**src/rtl/ldpc_pkg.sv**
```systemverilog
// rtl/ldpc_pkg.sv - shared types and helpers for the LDPC check node datapath
//   cnu_state_t        : check node FSM states (COLLECT, EMIT)
//   CNU_WIDTH_DEFAULT  : default signed message width
//   sat_abs(value, w)  : |value| of a sign-extended w-bit message, clamped to 2^(w-1)-1
package ldpc_pkg;

  localparam int CNU_WIDTH_DEFAULT = 32;

  typedef enum logic {
    COLLECT = 1'b0,
    EMIT    = 1'b1
  } cnu_state_t;

  // The caller sign-extends its w-bit message to 64 bits; the most negative
  // value has no positive twin, so it is clamped to the largest magnitude.
  function automatic logic [63:0] sat_abs(input logic [63:0] value, input int width);
    logic [63:0] magmax;
    logic [63:0] a;
    magmax = (64'd1 << (width - 1)) - 64'd1;
    a      = value[63] ? (~value + 64'd1) : value;
    return (a > magmax) ? magmax : a;
  endfunction

endpackage

```
**src/rtl/cnu_min2_tracker.sv**
```systemverilog
// rtl/cnu_min2_tracker.sv - combinational two-smallest-magnitude update
//   m        in   MW  magnitude of the message being accepted
//   count    in   CW  index of that message within the frame
//   min1     in   MW  current smallest magnitude
//   min2     in   MW  current second smallest magnitude
//   idx      in   CW  index that produced min1
//   min1_nxt out  MW  updated smallest magnitude
//   min2_nxt out  MW  updated second smallest magnitude
//   idx_nxt  out  CW  updated index of min1
module cnu_min2_tracker #(
  parameter int MW = 31,
  parameter int CW = 3
) (
  input  logic [MW-1:0] m,
  input  logic [CW-1:0] count,
  input  logic [MW-1:0] min1,
  input  logic [MW-1:0] min2,
  input  logic [CW-1:0] idx,
  output logic [MW-1:0] min1_nxt,
  output logic [MW-1:0] min2_nxt,
  output logic [CW-1:0] idx_nxt
);

  // Strict compares: an equal magnitude keeps the earlier idx and lands in min2.
  always_comb begin
    min1_nxt = min1;
    min2_nxt = min2;
    idx_nxt  = idx;
    if (m < min1) begin
      min2_nxt = min1;
      min1_nxt = m;
      idx_nxt  = count;
    end else if (m < min2) begin
      min2_nxt = m;
    end
  end

endmodule

```
**src/rtl/cnu_serial_minsum.sv**
```systemverilog
// rtl/cnu_serial_minsum.sv - serial min-sum check node unit (one check row per frame)
//   clk     in   1      clock, rising edge
//   reset   in   1      synchronous active-high reset
//   q_data  in   WIDTH  signed variable-to-check message
//   q_valid in   1      q_data valid
//   q_ready out  1      Q accepted this cycle when q_valid is high
//   r_data  out  WIDTH  signed check-to-variable message
//   r_valid out  1      r_data valid
//   r_ready in   1      downstream takes R this cycle
//   r_last  out  1      marks the DEGREE-th R of the frame
//   busy    out  1      frame in progress
//   Optional macro CNU_OFFSET_MINSUM_EN: offset min-sum (subtract OFFSET from R magnitudes).
module cnu_serial_minsum
  import ldpc_pkg::*;
#(
  parameter int DEGREE = 6,
  parameter int WIDTH  = CNU_WIDTH_DEFAULT,
  parameter int OFFSET = 1
) (
  input  logic             clk,
  input  logic             reset,
  input  logic [WIDTH-1:0] q_data,
  input  logic             q_valid,
  output logic             q_ready,
  output logic [WIDTH-1:0] r_data,
  output logic             r_valid,
  input  logic             r_ready,
  output logic             r_last,
  output logic             busy
);

  localparam int CW = (DEGREE > 1) ? $clog2(DEGREE) : 1;
  localparam int MW = WIDTH - 1;

  typedef logic [CW-1:0] cnt_t;
  typedef logic [MW-1:0] mag_t;

  localparam mag_t MAGMAX = '1;
  localparam cnt_t LAST   = cnt_t'(DEGREE - 1);

`ifdef CNU_OFFSET_MINSUM_EN
  localparam mag_t OFF = mag_t'(OFFSET);
`else
  logic unused_offset;
  assign unused_offset = ^OFFSET;
`endif

  cnu_state_t state;
  cnt_t       count;
  mag_t       min1, min2;
  cnt_t       idx;
  logic       sgn;
  // Sized to the full counter range so any count value indexes in bounds.
  logic [(1<<CW)-1:0] signs;

  logic [63:0] m_wide;
  mag_t        m;
  logic        s;
  logic        q_fire, r_fire;
  mag_t        t_min1, t_min2;
  cnt_t        t_idx;
  cnt_t        nxt;

  logic unused_m_hi;
  assign m_wide      = sat_abs(64'(signed'(q_data)), WIDTH);
  assign m           = m_wide[MW-1:0];
  assign unused_m_hi = ^m_wide[63:MW];
  assign s           = q_data[WIDTH-1];
  assign q_fire      = q_valid & q_ready;
  assign r_fire      = r_valid & r_ready;
  assign nxt         = count + 1'b1;

  cnu_min2_tracker #(
    .MW (MW),
    .CW (CW)
  ) u_tracker (
    .m        (m),
    .count    (count),
    .min1     (min1),
    .min2     (min2),
    .idx      (idx),
    .min1_nxt (t_min1),
    .min2_nxt (t_min2),
    .idx_nxt  (t_idx)
  );

  // R for position k: exclude the holder of min1 by handing it min2 instead.
  function automatic logic [WIDTH-1:0] make_r(input mag_t m1, input mag_t m2,
                                              input cnt_t i, input cnt_t k,
                                              input logic neg);
    mag_t mag;
    mag = (k == i) ? m2 : m1;
`ifdef CNU_OFFSET_MINSUM_EN
    mag = (mag > OFF) ? (mag - OFF) : '0;
`endif
    // Zero is always emitted positive.
    return (neg && (mag != '0)) ? -{1'b0, mag} : {1'b0, mag};
  endfunction

  always_ff @(posedge clk) begin
    if (reset) begin
      state   <= COLLECT;
      count   <= '0;
      min1    <= MAGMAX;
      min2    <= MAGMAX;
      idx     <= '0;
      sgn     <= 1'b0;
      signs   <= '0;
      q_ready <= 1'b0;
      r_valid <= 1'b0;
      r_last  <= 1'b0;
      r_data  <= '0;
      busy    <= 1'b0;
    end else begin
      case (state)
        COLLECT: begin
          q_ready <= 1'b1;
          if (q_fire) begin
            min1         <= t_min1;
            min2         <= t_min2;
            idx          <= t_idx;
            sgn          <= sgn ^ s;
            signs[count] <= s;
            busy         <= 1'b1;
            if (count == LAST) begin
              // First R is built from the just-updated accumulators so it is
              // valid one cycle after the last Q.
              count   <= '0;
              state   <= EMIT;
              q_ready <= 1'b0;
              r_valid <= 1'b1;
              r_last  <= (LAST == '0);
              r_data  <= make_r(t_min1, t_min2, t_idx, '0, sgn ^ s ^ signs[0]);
            end else begin
              count <= nxt;
            end
          end
        end
        EMIT: begin
          if (r_fire) begin
            if (count == LAST) begin
              state   <= COLLECT;
              count   <= '0;
              min1    <= MAGMAX;
              min2    <= MAGMAX;
              idx     <= '0;
              sgn     <= 1'b0;
              signs   <= '0;
              q_ready <= 1'b1;
              r_valid <= 1'b0;
              r_last  <= 1'b0;
              r_data  <= '0;
              busy    <= 1'b0;
            end else begin
              count  <= nxt;
              r_data <= make_r(min1, min2, idx, nxt, sgn ^ signs[nxt]);
              r_last <= (nxt == LAST);
            end
          end
        end
        default: state <= COLLECT;
      endcase
    end
  end

endmodule

```
**config.mk**
```make
export PLATFORM = sky130hd
export DESIGN_NAME = cnu_serial_minsum
export DESIGN_NICKNAME = d
export VERILOG_FILES = /design/src/rtl/ldpc_pkg.sv /design/src/rtl/cnu_min2_tracker.sv /design/src/rtl/cnu_serial_minsum.sv
export SDC_FILE = /design/constraint.sdc
export NUM_CORES = 1
export LEC_CHECK = 0
export ABC_AREA = 1
export BUFFER_PORTS_ARGS = -buffer_cell sky130_fd_sc_hd__buf_2
export CAP_MARGIN = 25
export CORE_MARGIN = 4
export CORE_UTILIZATION = 45
export DETAILED_ROUTE_END_ITERATION = 8
export GPL_ROUTABILITY_DRIVEN = 0
export PLACE_DENSITY = 0.6
export SYNTH_ARGS = -nofsm -noshare
export SYNTH_HDL_FRONTEND = slang
export SYNTH_SLANG_ARGS = --single-unit
export TNS_END_PERCENT = 100
```
**constraint.sdc**
```tcl
create_clock -name clk -period 9.4 [get_ports clk]
set_clock_uncertainty 0.15 [all_clocks]
set_input_delay 0.47 -clock clk [delete_from_list [all_inputs] [get_ports clk]]
set_output_delay 0.47 -clock clk [all_outputs]
set_load 0.05 [all_outputs]
```
==> results of run 1 <==
routing by layer:
layer | part of all wire [%] | vias up | track usage (%) | routed length (microns)
met3 | 8.6 | 48 | 3.451 | 3133
met4 | 1.4 | 0 | 6.113 | 524
li1 | - | 6142 | - | -
met2 | 43 | 521 | 41.80 | 15580
met5 | 0 | - | 0 | 0
met1 | 47 | 5459 | 40.55 | 17310
final cells by class:
class | instances | area (sq um) | area share (%)
Tap cell | 319 | 399.1 | 3.382
Clock buffer | 19 | 452.9 | 3.838
Multi-Input combinational cell | 1464 | 7249 | 61.42
Clock inverter | 13 | 158.9 | 1.346
Sequential cell | 114 | 2282 | 19.34
Timing Repair Buffer | 87 | 475.5 | 4.028
Inverter | 209 | 784.5 | 6.647
metrics by stage:
step / hold WS (ns) / cells / util, % / instance area [sq um]
4_1_cts: 0.2864 / 2225 / 50.28 / 11800
2_1_floorplan: 0.2863 / 1874 / - / 10710
3_5_place_dp: 0.3036 / 2193 / 47.68 / 11190
6_report: 0.2884 / 2225 / 50.28 / 11800
3_3_place_gp: 0.2996 / 2193 / 47.68 / 11190
5_1_grt: 0.3154 / 2225 / 50.28 / 11800
synth_stat cells, types with 3 or more instances:
cell and n:
o21bai_1 4, or2_2 6, buf_2 17, buf_6 4
nor2_2 3, ha_1 66, nor2_1 155, inv_1 204
nor4_1 4, nor2_4 4, clkbuf_1 49, nand4_1 26
xor2_1 24, nand3_1 128, dfxtp_1 114, o211ai_1 3
nand3b_1 4, o22ai_1 4, xnor2_1 9, a211oi_1 6
buf_4 7, nor3_1 26, o21ai_0 252, o21ai_1 9
a31oi_1 9, nand2_2 11, a21oi_1 108, inv_2 3
nand2_1 587, buf_1 10
kinds of logic (layout without fill, tap and decap cells):
logic type      Yosys count  in the layout
mux                       1              1
simple gates            961            961
fa+ha+maj                66             66
xor+xnor                 33             33
flops                   114            114
compound gates          403            403
buf+inv                 296            328
how the worst min path moves through the flow:
stage	endpoint	slack, ns	depth (start not counted)	startpoint
after floorplan	signs[3]	0.29	2	signs[3]
after global placement	busy	0.30	2	busy
after detailed placement	signs[0]	0.30	2	signs[0]
after CTS	r_last	0.29	5	r_ready
after global routing	state	0.32	2	reset
final	q_ready	0.29	2	reset
flip-flops by register name, indices dropped and copies added, names as in the netlist:
register	count
count	3
state	1
r_data	32
min2	31
idx	3
min1	31
r_last	1
r_valid	1
busy	1
signs	8
q_ready	1
sgn	1
power groups by stage:
| stage | clock network (uW) | registers (uW) | logic [uW] |
|---|---|---|---|
| floorplan | 0 | 525 | 415 |
| global placement | 0 | 525 | 565 |
| detailed placement | 0 | 525 | 568 |
| CTS | 702 | 515 | 571 |
| global route | 720 | 517 | 651 |
| finish | 695 | 515 | 585 |
==> impl_metrics.py, run 1 <==
metrics = {
    "final_layout": {
        "antenna_cells": 0,
        "fin_nets": 1995,
        "fillCellCount": 2539,
        "area_growth_pct": 10.20,
        "mostFrequentLayoutCells": "nand2_1, o21ai_0, inv_1",
        "final_common_cell": "nand2_1",
        "layout-drive-gt1-share_pct": 8.395,
    },
    "clocking": {
        "cts_tree": "done",
        "clk_pin_slew_worst_paths_ns": 0.06,
        "htreeDepth": 4,
        "cts_setup_buffers": 0,
        "clock_latency_ns": 0.43,
        "hold_buffers": 0,
        "cts_resized": 0,
        "clockBufferDepth": 2,
        "root_buffer": "clkbuf_16",
        "cts.sink_count": 114,
        "numCtsBuffers": 17,
    },
    "yosys": {
        "netlist_area_sq_um": 10710,
        "yosys_warnings": 0,
        "synthAdderAreaFrac_pct": 7.710,
        "synth_top_area_share_pct": 21.31,
        "synth_mux_area_share_pct": 0.09346,
        "async_reset_ff_share_pct": 0,
        "synthXorXnorAreaFrac_pct": 2.699,
        "synthCells": 1874,
        "synthFlopType": "dfxtp_1",
        "synth_seq_area_share_pct": 21.31,
        "synth_cell_types": 44,
        "synth_edf_count": 0,
        "synth_top_family_by_area": "simple AND/OR/NAND/NOR gates",
        "syn_avg_cell_area_sq_um": 5.715,
        "postSynthNetCount": 1976,
        "yosysTopAreaCell": "dfxtp_1",
        "synthSimpleGateAreaFrac_pct": 37.50,
        "synth_compound_area_share_pct": 19.59,
        "synth_seq_cells": 114,
        "synth_area_leaders": "dfxtp_1, nand2_1, o21ai_0, ha_1, inv_1",
    },
    "global_routing": {
        "grt_overflow_total": 0,
        "grt_max_degree": 72,
        "track_usage_pct": 27.19,
        "grt_pass1_wl_microns": 57980,
        "grt_pass1_vias": 10860,
        "antenna_found_initial": 0,
    },
    "sta": {
        "slew_headroom_pct": 36.29,
        "finalSetupViolCount": 0,
        "rsz0062_at_grt": "no",
        "clock.fmax_ghz": 0.1371,
        "finalWorstSetupSlack_ns": 2.108,
        "hold_violations": 0,
        "maxSlewViolCount": 0,
        "finalCriticalPeriod_ns": 7.292,
        "period_share_pct": 77.58,
        "tns_ns": 0,
        "worst_pin_slew_ns": 0.9457,
    },
    "power": {
        "share_comb_of_total_power_pct": 32.6,
        "p_int_uw": 1097,
        "pwr-share-seq_pct": 28.7,
        "power_uw": 1796,
        "switching_share_pct": 38.89,
        "peakVddDrop_mv": 0.09272,
        "power_leakage_uw": 0.005919,
        "power_density_nw_per_um2": 152.2,
        "p_sw_uw": 698.3,
        "pwr-share-clk_pct": 38.7,
    },
    "routing": {
        "drc_errors": 0,
        "routed_wl_microns": 36550,
        "vias": 12170,
        "antenna_left": 0,
        "viasPerCell": 5.470,
        "drtIter0Drc": 1148,
        "wire_per_inst_microns": 16.43,
        "dr.pass1.iters": 8,
    },
    "setup_path": {
        "crit_end": "r_data[7]",
        "r2r_end": "r_data[31]",
        "crit_path_top_delay_cell": "nand2_2",
        "path_common_cell": "nand2_1",
        "crit_start": "q_data[0]",
        "startpoint_type": "primary input",
        "path_class": "in2reg",
        "critPathTopFamily": "simple AND/OR/NAND/NOR gates",
        "crit_buf_inv": 5,
        "crit_cells": 37,
        "cpPeakStageDelay_ns": 0.51,
        "crit_path_end_kind": "flop",
        "r2r_cells": 20,
        "critPathRequiredTime_ns": 9.57,
        "critPathArrivalTime_ns": 7.46,
        "timing.rr.start": "count[0]",
        "crit_fanout": 69,
        "r2r_setup_slack_ns": 3.14,
    },
    "min_path": {
        "hp-class": "in2reg",
    },
    "place": {
        "dp_slack_ns": 1.846,
        "dp_hpwl_microns": 27270,
        "io_buffers": 71,
    },
    "die": {
        "io_pins": 72,
        "die_w_microns": 162.3,
        "core_sq_um": 23470,
        "die-area_sq_um": 26330,
        "die_y_microns": 162.3,
        "start_util_pct": 45.63,
        "rows": 56,
    },
    "outcome": {
        "status": "finished clean",
    },
    "flow_run": {
        "max-cap-violations": 0,
    },
}
No activity file was read; power rests on OpenSTA's default activity.
==> inputs of run 2 (changes only) <==
- ABC_AREA: 1 -> 0
- PLACE_DENSITY: 0.6 -> 0.63
- clock period: 9.4 -> 6.5 ns (I/O delays scaled with it)
==> run 2 against run 1 <==
  * Non-clock buffer count up 185
  * Critical endpoint is now r_data[21]
  * Largest power group unchanged
  * Largest cell class unchanged
  * Synthesized area down 0.93%
  * Power up 39%
==> impl_metrics.py, run 2 <==
metrics = {
    "outcome": {
        "status": "finished clean",
    },
    "yosys": {
        "synth_cell_types": 90,
        "synth_commonest_cells": "nand2_1, nor2_1, a21oi_1, dfxtp_1, o21ai_0",
        "yosysTopAreaCell": "dfxtp_1",
        "synth_seq_cells": 114,
        "async_reset_ff_share_pct": 0,
        "synth_top_area_share_pct": 21.51,
        "syn_avg_cell_area_sq_um": 7.116,
        "synthCells": 1491,
        "yosys_warnings": 0,
        "synth_seq_area_share_pct": 21.51,
        "synth_edf_count": 0,
        "post-synth-top-count-cell": "nand2_1",
        "synth_area_leaders": "dfxtp_1, ha_1, a21oi_1, nand2_1, nor2_1",
        "postSynthNetCount": 1593,
        "netlist_area_sq_um": 10610,
        "synthFlopType": "dfxtp_1",
    },
    "final_layout": {
        "layout-drive-gt1-share_pct": 21.38,
        "final_cells": 2011,
        "antenna_cells": 0,
        "fin_nets": 1787,
        "largest_register_ffs": 32,
        "multi_input_area_sq_um": 7820,
        "final_common_cell": "buf_4",
        "largest-register": "r_data",
        "fillCellCount": 2183,
        "final_area_sq_um": 13260,
        "mostFrequentLayoutCells": "buf_4, nand2_1, nor2_1",
        "postLayoutCoreUtil_pct": 57.84,
        "area_growth_pct": 24.93,
        "seq_area_sq_um": 2282,
        "largestRegisters": "r_data x32, min1 x31, min2 x31",
    },
    "sta": {
        "worst_pin_slew_ns": 1.022,
        "hold_violations": 0,
        "finalCriticalPeriod_ns": 6.287,
        "whs_ns": 0.2187,
        "period_share_pct": 96.72,
        "maxSlewViolCount": 0,
        "finalSetupViolCount": 0,
        "clock.fmax_ghz": 0.1591,
        "slew_headroom_pct": 31.38,
    },
    "setup_path": {
        "crit_end": "r_data[21]",
        "startpoint_type": "primary input",
        "timing.rr.start": "count[1]",
        "path_class": "in2reg",
        "crit_path_end_kind": "flop",
        "crit_start": "q_data[10]",
        "r2r_setup_slack_ns": 0.64,
        "critPathArrivalTime_ns": 6.47,
        "crit_fanout": 8,
        "critPathRequiredTime_ns": 6.69,
        "r2r_end": "r_data[30]",
        "r2r_cells": 17,
    },
    "die": {
        "die-area_sq_um": 26100,
        "rows": 55,
        "start_util_pct": 46.30,
        "die_y_microns": 161.6,
        "io_pins": 72,
        "die_w_microns": 161.6,
        "core_sq_um": 22920,
    },
    "place": {
        "dp_hpwl_microns": 31100,
        "dp.cells": 1970,
        "io_buffers": 71,
        "placed_cell_area_sq_um": 12510,
    },
    "global_routing": {
        "track_usage_pct": 30.91,
        "grt_overflow_total": 0,
        "grt_pass1_wl_microns": 64780,
        "antenna_found_initial": 0,
        "grt_max_degree": 87,
        "grt_pass1_vias": 11550,
    },
    "clocking": {
        "clockBufferDepth": 2,
        "htreeDepth": 4,
        "root_buffer": "clkbuf_16",
        "cts.sink_count": 114,
        "clk_pin_slew_worst_paths_ns": 0.06,
        "clock_latency_ns": 0.43,
        "cts_tree": "done",
        "numCtsBuffers": 17,
    },
    "min_path": {
        "hp-class": "in2reg",
    },
    "routing": {
        "antenna_left": 0,
        "viasPerCell": 6.417,
        "drtIter0Drc": 1748,
        "dr.pass1.iters": 7,
        "vias": 12910,
        "wire_per_inst_microns": 20.92,
        "drc_errors": 0,
        "routed_wl_microns": 42080,
    },
    "flow_run": {
        "max-cap-violations": 0,
    },
    "power": {
        "peakVddDrop_mv": 0.1614,
        "power_density_nw_per_um2": 187.8,
        "power_uw": 2490,
        "power_leakage_uw": 0.006077,
    },
}
[run 2: changes by cell type after synthesis, moves of 20 or more]
cell,before,now
nand2_1,587,165
o21ai_0,252,97
inv_1,204,77
nand3_1,128,50
o22ai_1,4,54
xnor2_1,9,40
clkbuf_1,49,75
mux2i_1,1,21
[run 2: layout make-up]
cell class | count | area share (%)
clock inverters | 12 | 1.010
well taps | 313 | 2.955
clock buffers | 20 | 3.370
flip-flops and latches | 114 | 17.22
repair buffers | 272 | 14.22
inverters | 79 | 2.237
multi-input cells | 1201 | 59.00
[run 2: worst min path at each step]
stage | startpoint | end | slack [ns] | cells after the start
5_1_grt | r_ready | state | 0.26 | 4
3_5_place_dp | signs[3] | signs[3] | 0.32 | 2
4_1_cts | r_ready | q_ready | 0.22 | 5
2_1_floorplan | signs[6] | signs[6] | 0.30 | 2
3_3_place_gp | signs[2] | signs[2] | 0.30 | 2
6_report | r_ready | q_ready | 0.22 | 5
[run 2: logic make-up after synthesis]
group	synth area share, %
xor+xnor	5.884
compound gates	30.94
simple gates	24.36
mux	3.042
fa+ha+maj	7.783
flops	21.51
buf+inv	6.474
[run 2: metrics by stage]
stage / setup TNS (ns) / setup WS (ns)
6_report: 0 / 0.2135
5_1_grt: -0.6591 / -0.07740
4_1_cts: 0 / 0.05904
3_5_place_dp: -7.295 / -0.3648
3_3_place_gp: -4.714 / -0.2565
2_1_floorplan: 0 / 0.003362
[run 2: worst max-delay path, stage by stage]
cell and delay [ns]:
buf_2 0.10, or4_1 0.54, buf_4 0.18, buf_4 0.14
o31ai_1 0.27, xor2_1 0.23, and2_1 0.18, inv_1 0.07
buf_4 0.13, ha_1 0.28, nand4_1 0.16, or4_4 0.59
buf_4 0.17, nor4_4 0.20, o41a_2 0.24, nor2_4 0.07
mux2i_2 0.21, a211o_1 0.23, ha_2 0.21, o311ai_0 0.14
or4b_1 0.49, buf_4 0.19, nor4_4 0.28, buf_6 0.17
a31oi_4 0.16, a211o_1 0.32, a311oi_2 0.19
[run 2: timing repair]
| item | CTS | global route |
|---|---|---|
| gates resized for setup | 0 | 18 |
| setup endpoints to repair | 0 | 28 |
| hold buffers | 0 | 0 |
| setup buffers | 0 | 8 |
[run 2: power by group]
part / switching [uW] / internal, uW / leakage [uW] / total [uW]
Clock: 374 / 574 / 0.000269 / 948
Sequential: 24.9 / 717 / 0.000926 / 742
Combinational: 480 / 321 / 0.00488 / 800
Total: 878 / 1610 / 0.00608 / 2490
[run 2: routing by layer]
metal | GRT usage [%] | up-vias | part of all wire (%)
met5 | 0 | - | 0
met4 | 11.32 | 0 | 3.5
met3 | 6.507 | 138 | 12
met2 | 46.45 | 844 | 42
met1 | 43.63 | 5949 | 42
li1 | - | 5974 | -
